<file path="src/rtl/chacha_driver_pkg.sv">
// Shared definitions for the ChaCha core driver: FSM states, config field
// select codes and the field/block byte lengths.
package chacha_driver_pkg;

  typedef enum logic [2:0] {
    ST_IDLE    = 3'd0,
    ST_WAIT    = 3'd1,
    ST_STREAM  = 3'd2,
    ST_CTR_UPD = 3'd3,
    ST_HALT    = 3'd4
  } state_t;

  localparam logic [1:0] SEL_KEY = 2'd0;
  localparam logic [1:0] SEL_NNC = 2'd1;
  localparam logic [1:0] SEL_CTR = 2'd2;
  localparam logic [1:0] SEL_RSV = 2'd3;

  localparam int unsigned KEY_LEN  = 32;
  localparam int unsigned NNC_LEN  = 12;
  localparam int unsigned CTR_LEN  = 4;
  localparam int unsigned BLK_LEN  = 64;
  localparam int unsigned WAIT_CYC = 2;
  localparam int unsigned POS_W    = 5;

endpackage

</file>
<file path="src/rtl/chacha_field_cnt.sv">
// Byte counter and done flag for one config field; a restart forces the
// current byte to position 0 and drops any earlier completion.
module chacha_field_cnt
  import chacha_driver_pkg::*;
#(
  parameter int unsigned LEN = 32
) (
  input  logic             clk,
  input  logic             rst_n,
  input  logic             i_wr,
  input  logic             i_restart,
  input  logic             i_clr_done,
  output logic [POS_W-1:0] o_pos,
  output logic             o_done
);

  logic [POS_W-1:0] r_cnt;
  logic             r_done;
  logic             w_last;

  assign o_pos  = i_restart ? '0 : r_cnt;
  assign w_last = (o_pos == POS_W'(LEN - 1));
  assign o_done = r_done;

  always_ff @(posedge clk or negedge rst_n) begin
    if (!rst_n) begin
      r_cnt  <= '0;
      r_done <= 1'b0;
    end else if (i_wr) begin
      r_cnt  <= w_last ? '0 : o_pos + POS_W'(1);
      r_done <= w_last | (r_done & ~i_restart);
    end else if (i_clr_done) begin
      r_done <= 1'b0;
    end
  end

endmodule

</file>
<file path="src/rtl/chacha_driver.sv">
// Drives a ChaCha keystream core: forwards host key/nonce/counter bytes,
// XORs plaintext with keystream and advances the block counter per block.
module chacha_driver
  import chacha_driver_pkg::*;
(
  input  logic       clk,
  input  logic       rst_n,
  input  logic       cfg_valid,
  input  logic [1:0] cfg_sel,
  input  logic [7:0] cfg_data,
  output logic       cfg_ready,
  input  logic       pt_valid,
  input  logic [7:0] pt_data,
  output logic       pt_ready,
  output logic       ct_valid,
  output logic [7:0] ct_data,
  input  logic       ct_ready,
  output logic       wr_key,
  output logic       wr_nnc,
  output logic       wr_ctr,
  output logic [7:0] core_din,
  input  logic       blk_ready,
  output logic       rd_blk,
  input  logic [7:0] core_dout,
  output logic       ctr_wrap
);

  state_t           r_state;
  logic [1:0]       r_last_sel;
  logic [31:0]      r_shadow;
  logic [5:0]       r_idx;
  logic [1:0]       r_wait_cnt;
  logic [1:0]       r_upd_idx;
  logic             r_ctr_wrap;

  logic             w_cfg_rdy;
  logic             w_accept;
  logic             w_restart;
  logic [2:0]       w_fld_wr;
  logic [2:0]       w_done;
  logic [POS_W-1:0] w_key_pos;
  logic [POS_W-1:0] w_nnc_pos;
  logic [POS_W-1:0] w_ctr_pos;
  logic [POS_W-1:0] w_pos_sel;
  logic             w_xfer;
  logic             w_blk_end;
  logic             w_wrap_now;

  assign w_cfg_rdy   = (r_state == ST_IDLE) || (r_state == ST_WAIT) || (r_state == ST_HALT);
  // rst_n gating keeps strobes quiet while reset is held with cfg_valid high
  assign w_accept    = cfg_valid & w_cfg_rdy & rst_n;
  assign w_restart   = (cfg_sel != r_last_sel);
  assign w_fld_wr[0] = w_accept && (cfg_sel == SEL_KEY);
  assign w_fld_wr[1] = w_accept && (cfg_sel == SEL_NNC);
  assign w_fld_wr[2] = w_accept && (cfg_sel == SEL_CTR);
  assign w_xfer      = (r_state == ST_STREAM) && pt_valid && ct_ready;
  assign w_blk_end   = w_xfer && (r_idx == 6'(BLK_LEN - 1));
  assign w_wrap_now  = w_blk_end && (&r_shadow);
  assign cfg_ready   = w_cfg_rdy;
  assign ctr_wrap    = r_ctr_wrap;

  chacha_field_cnt #(.LEN(KEY_LEN)) u_key_cnt (
    .clk(clk), .rst_n(rst_n), .i_wr(w_fld_wr[0]), .i_restart(w_restart),
    .i_clr_done(1'b0), .o_pos(w_key_pos), .o_done(w_done[0])
  );
  chacha_field_cnt #(.LEN(NNC_LEN)) u_nnc_cnt (
    .clk(clk), .rst_n(rst_n), .i_wr(w_fld_wr[1]), .i_restart(w_restart),
    .i_clr_done(1'b0), .o_pos(w_nnc_pos), .o_done(w_done[1])
  );
  chacha_field_cnt #(.LEN(CTR_LEN)) u_ctr_cnt (
    .clk(clk), .rst_n(rst_n), .i_wr(w_fld_wr[2]), .i_restart(w_restart),
    .i_clr_done(w_wrap_now), .o_pos(w_ctr_pos), .o_done(w_done[2])
  );

  always_comb begin
    case (cfg_sel)
      SEL_KEY: w_pos_sel = w_key_pos;
      SEL_NNC: w_pos_sel = w_nnc_pos;
      default: w_pos_sel = w_ctr_pos;
    endcase
  end

  // Core-facing and stream outputs; config strobes pass straight through
  always_comb begin
    pt_ready = 1'b0;
    ct_valid = 1'b0;
    ct_data  = '0;
    rd_blk   = 1'b0;
    wr_key   = w_fld_wr[0];
    wr_nnc   = w_fld_wr[1];
    wr_ctr   = w_fld_wr[2];
    core_din = (w_accept && (cfg_sel != SEL_RSV)) ? cfg_data : '0;
    case (r_state)
      ST_STREAM: begin
        pt_ready = ct_ready;
        ct_valid = pt_valid;
        ct_data  = pt_data ^ core_dout;
        rd_blk   = pt_valid & ct_ready;
      end
      ST_CTR_UPD: begin
        wr_ctr   = 1'b1;
        core_din = r_shadow[{r_upd_idx, 3'b000} +: 8];
      end
      default: ;
    endcase
  end

  always_ff @(posedge clk or negedge rst_n) begin
    if (!rst_n) begin
      r_state    <= ST_IDLE;
      r_last_sel <= SEL_RSV;
      r_shadow   <= '0;
      r_idx      <= '0;
      r_wait_cnt <= '0;
      r_upd_idx  <= '0;
      r_ctr_wrap <= 1'b0;
    end else begin
      if (w_accept && (cfg_sel != SEL_RSV)) r_last_sel <= cfg_sel;
      if (w_fld_wr[2] && (w_pos_sel < POS_W'(CTR_LEN)))
        r_shadow[{w_pos_sel[1:0], 3'b000} +: 8] <= cfg_data;
      case (r_state)
        ST_IDLE: begin
          if ((&w_done) && !w_accept) begin
            r_state    <= ST_WAIT;
            r_wait_cnt <= '0;
          end
        end
        ST_WAIT: begin
          if (w_accept) r_state <= ST_IDLE;
          else if (r_wait_cnt < 2'(WAIT_CYC)) r_wait_cnt <= r_wait_cnt + 2'd1;
          else if (blk_ready) r_state <= ST_STREAM;
        end
        ST_STREAM: begin
          if (w_xfer) r_idx <= r_idx + 6'd1;
          if (w_wrap_now) begin
            r_shadow   <= '0;
            r_ctr_wrap <= 1'b1;
            r_state    <= ST_HALT;
          end else if (w_blk_end) begin
            r_shadow  <= r_shadow + 32'd1;
            r_upd_idx <= '0;
            r_state   <= ST_CTR_UPD;
          end
        end
        ST_CTR_UPD: begin
          r_upd_idx <= r_upd_idx + 2'd1;
          if (r_upd_idx == 2'(CTR_LEN - 1)) begin
            r_state    <= ST_WAIT;
            r_wait_cnt <= '0;
          end
        end
        ST_HALT: begin
          if (w_done[2]) begin
            r_ctr_wrap <= 1'b0;
            r_state    <= ST_WAIT;
            r_wait_cnt <= '0;
          end
        end
        default: r_state <= ST_IDLE;
      endcase
    end
  end

endmodule
</file>
<file path="config.mk">
export PLATFORM = sky130hd
export DESIGN_NAME = chacha_driver
export DESIGN_NICKNAME = d
export VERILOG_FILES = /design/src/rtl/chacha_driver_pkg.sv /design/src/rtl/chacha_field_cnt.sv /design/src/rtl/chacha_driver.sv
export SDC_FILE = /design/constraint.sdc
export NUM_CORES = 1
export LEC_CHECK = 0
export CAP_MARGIN = 20
export CORE_ASPECT_RATIO = 0.8
export CORE_UTILIZATION = 61
export CTS_CLUSTER_DIAMETER = 80
export DETAILED_ROUTE_END_ITERATION = 7
export GPL_ROUTABILITY_DRIVEN = 0
export PLACE_DENSITY = 0.86
export SETUP_SLACK_MARGIN = 0.02
export SKIP_CTS_REPAIR_TIMING = 1
export SYNTH_ARGS = -nofsm -noshare
export SYNTH_HDL_FRONTEND = slang
export SYNTH_SLANG_ARGS = --single-unit
</file>
<file path="constraint.sdc">
create_clock -name clk -period 6.25 [get_ports clk]
set_input_delay 1.25 -clock clk [delete_from_list [all_inputs] [get_ports clk]]
set_output_delay 1.25 -clock clk [all_outputs]
set_load 0.01 [all_outputs]
</file>
==> results_dict.tcl <==
set metrics [dict create \
    powerDensity_nw_per_um2 319.4 \
    ant_nets 0 \
    finalSetupViolCount 0 \
    netlist_area_um2 4713 \
    status "complete, no violations" \
    synth.distinct_cells 74 \
    mappedNetlistNets 560 \
    fp.dieH_um 80.62 \
    period_needed_ns 4.744 \
    cp_max_fo 13 \
    hold_viol_final 0 \
    end_kind "output port" \
    yosys_most_used_dff "dfrtp_1" \
    io_buffer_count 55 \
    n_antenna_cell 0 \
    vias 4750 \
    drv_slew 0 \
    use_met1 0.4978 \
    insertion_delay_ns 0.36 \
    layout.nets 599 \
    critPathLaunchType "input port" \
    drt_pass1_iterations 6 \
    whs_ns 0.4807 \
    grt_pass1_vias 4413 \
    synth_warnings 0 \
    cts_root_buf "clkbuf_8" \
    syn_inst 516 \
    grt-busiest-layer "met2" \
    r2r_start "r_last_sel[0]" \
    drt_wl_total_um 14240 \
    cts_buffer_depth 2 \
    pre_cts_ws_ns 1.553 \
    drive_above_1_share 0.09464 \
    numCtsBuffers 9 \
    finalPower_mw 1.763 \
    holdCritStartpoint "r_idx[5]" \
    overflow 0 \
    ys_top_cells_by_count "dfrtp_1 (64), nand2_1 (42), nand3_1 (35), o21ai_0 (35), nor2_1 (28)" \
    die_w_um 100.3 \
    skew_ns 0.01126 \
    cts_max_level 3 \
    grt_max_degree 68 \
    cts.sinks 66 \
    drtIter0Drc 594 \
    drc 0 \
    vdd_ir_drop_max_v 0.0002356 \
    synth_edf_count 0 \
    syn2layout_area_growth_pct 17.12 \
    p_leak_nw 2.239 \
    worstHoldPathType "reg2reg" \
    setup_slack_ns 1.506 \
    dp_hpwl_um 9923 \
    floorplan.initialDensity 0.6346 \
    r2r_slack_ns 3.05 \
    antenna_found_initial 0 \
    synth_area_leaders "dfrtp_1 (34%), mux4_2 (3.8%), nand3_1 (3.7%)" \
    rsz0062_at_grt "false" \
    fin_crit_sh 0.7591 \
    path_class "in2out" \
    row_count 28 \
    worstMarginPinSlew_ns 1.141 \
    cts.clk_slew.worst_paths_ns 0.07 \
    maxCapViolCount 0 \
    grt_first_pass_wirelength_um 22930 \
    reg2reg_to "r_shadow[24]" \
    synth_top_area_frac 0.3398 \
    cts_tree "done" \
    worstSetupEndpoint "core_din[5]" \
    final_util 0.7433 \
    grtUsageMet2 0.5534 \
    wl_per_cell_um 21.41 \
    crit_arrival_ns 3.49 \
    grt_usage 0.3733 \
    ys_ff_latch 66 \
    finalSetupTns_ns 0 \
    ff2ff_path_depth 7 \
    die_area_um2 8084 \
    required_ns 5.00 \
    yosysSeqAreaShare 0.3509 \
    nFillCells 537 \
    coreArea_um2 7427 \
    syn_avg_cell_area_um2 9.134 \
    grtUsageMet3 0.1262 \
    slew_headroom 0.2379 \
    synth_most_common_cell "dfrtp_1" \
    io_pins 56 \
    crit_start "cfg_sel[1]" \
    synth_top_cell_by_area "dfrtp_1" \
    synthArstFlopShare 1.000 \
    avgViaCountPerCell 7.143 \
    fmax_ghz 0.2108 \
]
[routing by layer]
metal  vias to the layer above  share of wire
met5                         -              0
met4                         0          0.038
met3                        82           0.13
met2                       357           0.43
met1                      2228           0.40
li1                       2083              -
[worst min-delay path by stage]
| stage | end | slack (ns) | depth (start not counted) |
|---|---|---|---|
| 6_report | r_idx[5] | 0.48 | 1 |
| 5_1_grt | r_idx[5] | 0.50 | 1 |
| 4_1_cts | r_idx[5] | 0.48 | 1 |
| 3_5_place_dp | r_idx[5] | 0.47 | 1 |
| 3_3_place_gp | r_idx[5] | 0.46 | 1 |
| 2_1_floorplan | r_idx[5] | 0.43 | 1 |
[layout by cell type, fill, tap and decap left out, types with 3 or more instances in the layout]
master / Yosys / layout
dfrtp_1: 64 / 64
or3_1: 4 / 4
mux4_2: 8 / 8
and4_1: 9 / 9
nor3_1: 13 / 13
o21ai_0: 35 / 35
nand2_1: 42 / 42
nand4_1: 15 / 15
a32o_1: 8 / 8
a22o_1: 3 / 3
o31ai_1: 5 / 5
and3_1: 18 / 18
ha_1: 12 / 12
mux2_2: 8 / 8
o211ai_1: 6 / 6
bufinv_16: 0 / 3
nor3b_1: 4 / 4
a21o_1: 6 / 6
xor2_1: 8 / 8
a31oi_1: 8 / 8
a221o_1: 5 / 5
inv_1: 13 / 13
o221ai_1: 3 / 3
or4_1: 3 / 3
a32oi_1: 9 / 9
nand4b_1: 3 / 3
buf_4: 0 / 3
nor2_1: 28 / 28
nand2b_1: 6 / 6
a21oi_1: 20 / 20
a22oi_1: 4 / 4
clkbuf_8: 0 / 10
xnor2_1: 16 / 16
nor4_1: 8 / 8
and2_1: 6 / 6
nand3_1: 35 / 35
clkdlybuf4s50_1: 0 / 54
[logic make-up after synthesis]
logic type,count (synthesis),synth area share
and+or+nand+nor,212,0.2567
AOI/OAI and AO/OA,141,0.2137
xor gates and xnor gates,24,0.04460
muxes,18,0.06159
buffers and inverters,43,0.04062
adders and majority gates,12,0.03185
DFF,66,0.3509
[registers in the layout, summed over array words and instances, names as in the netlist, 3 cells and up]
signal,count
r_shadow,32
r_idx,6
u_ctr_cnt.r_cnt,5
u_key_cnt.r_cnt,5
u_nnc_cnt.r_cnt,5
r_state,3
[through the flow]
step / cell area, um2 / cells
6_report: 5520 / 665
5_1_grt: 5520 / 665
4_1_cts: 5520 / 665
2_1_floorplan: 4713 / 516
3_5_place_dp: 5270 / 649
3_3_place_gp: 5270 / 649
[power breakdown]
group	internal (mW)	switching, mW	total, mW
sequential	0.518	0.194	0.712
combinational	0.306	0.288	0.594
clock	0.277	0.181	0.458
total	1.10	0.662	1.76
[cell type report]
type	count	area (um2)	area share
clock inverters	6	112.6	0.02040
clock buffers	10	137.6	0.02493
flip-flops and latches	66	1654	0.2996
repair buffers	58	568.0	0.1029
multi-input cells	407	2868	0.5195
inverters	13	48.80	0.008840
well taps	105	131.4	0.02380
[worst max-delay path, cell delays in order]
cell and delay, ns:
clkdlybuf4s50_1 0.63, a21oi_1 0.84, a32o_1 0.23, clkdlybuf4s50_1 0.54
(Power assumes the default switching activity.)
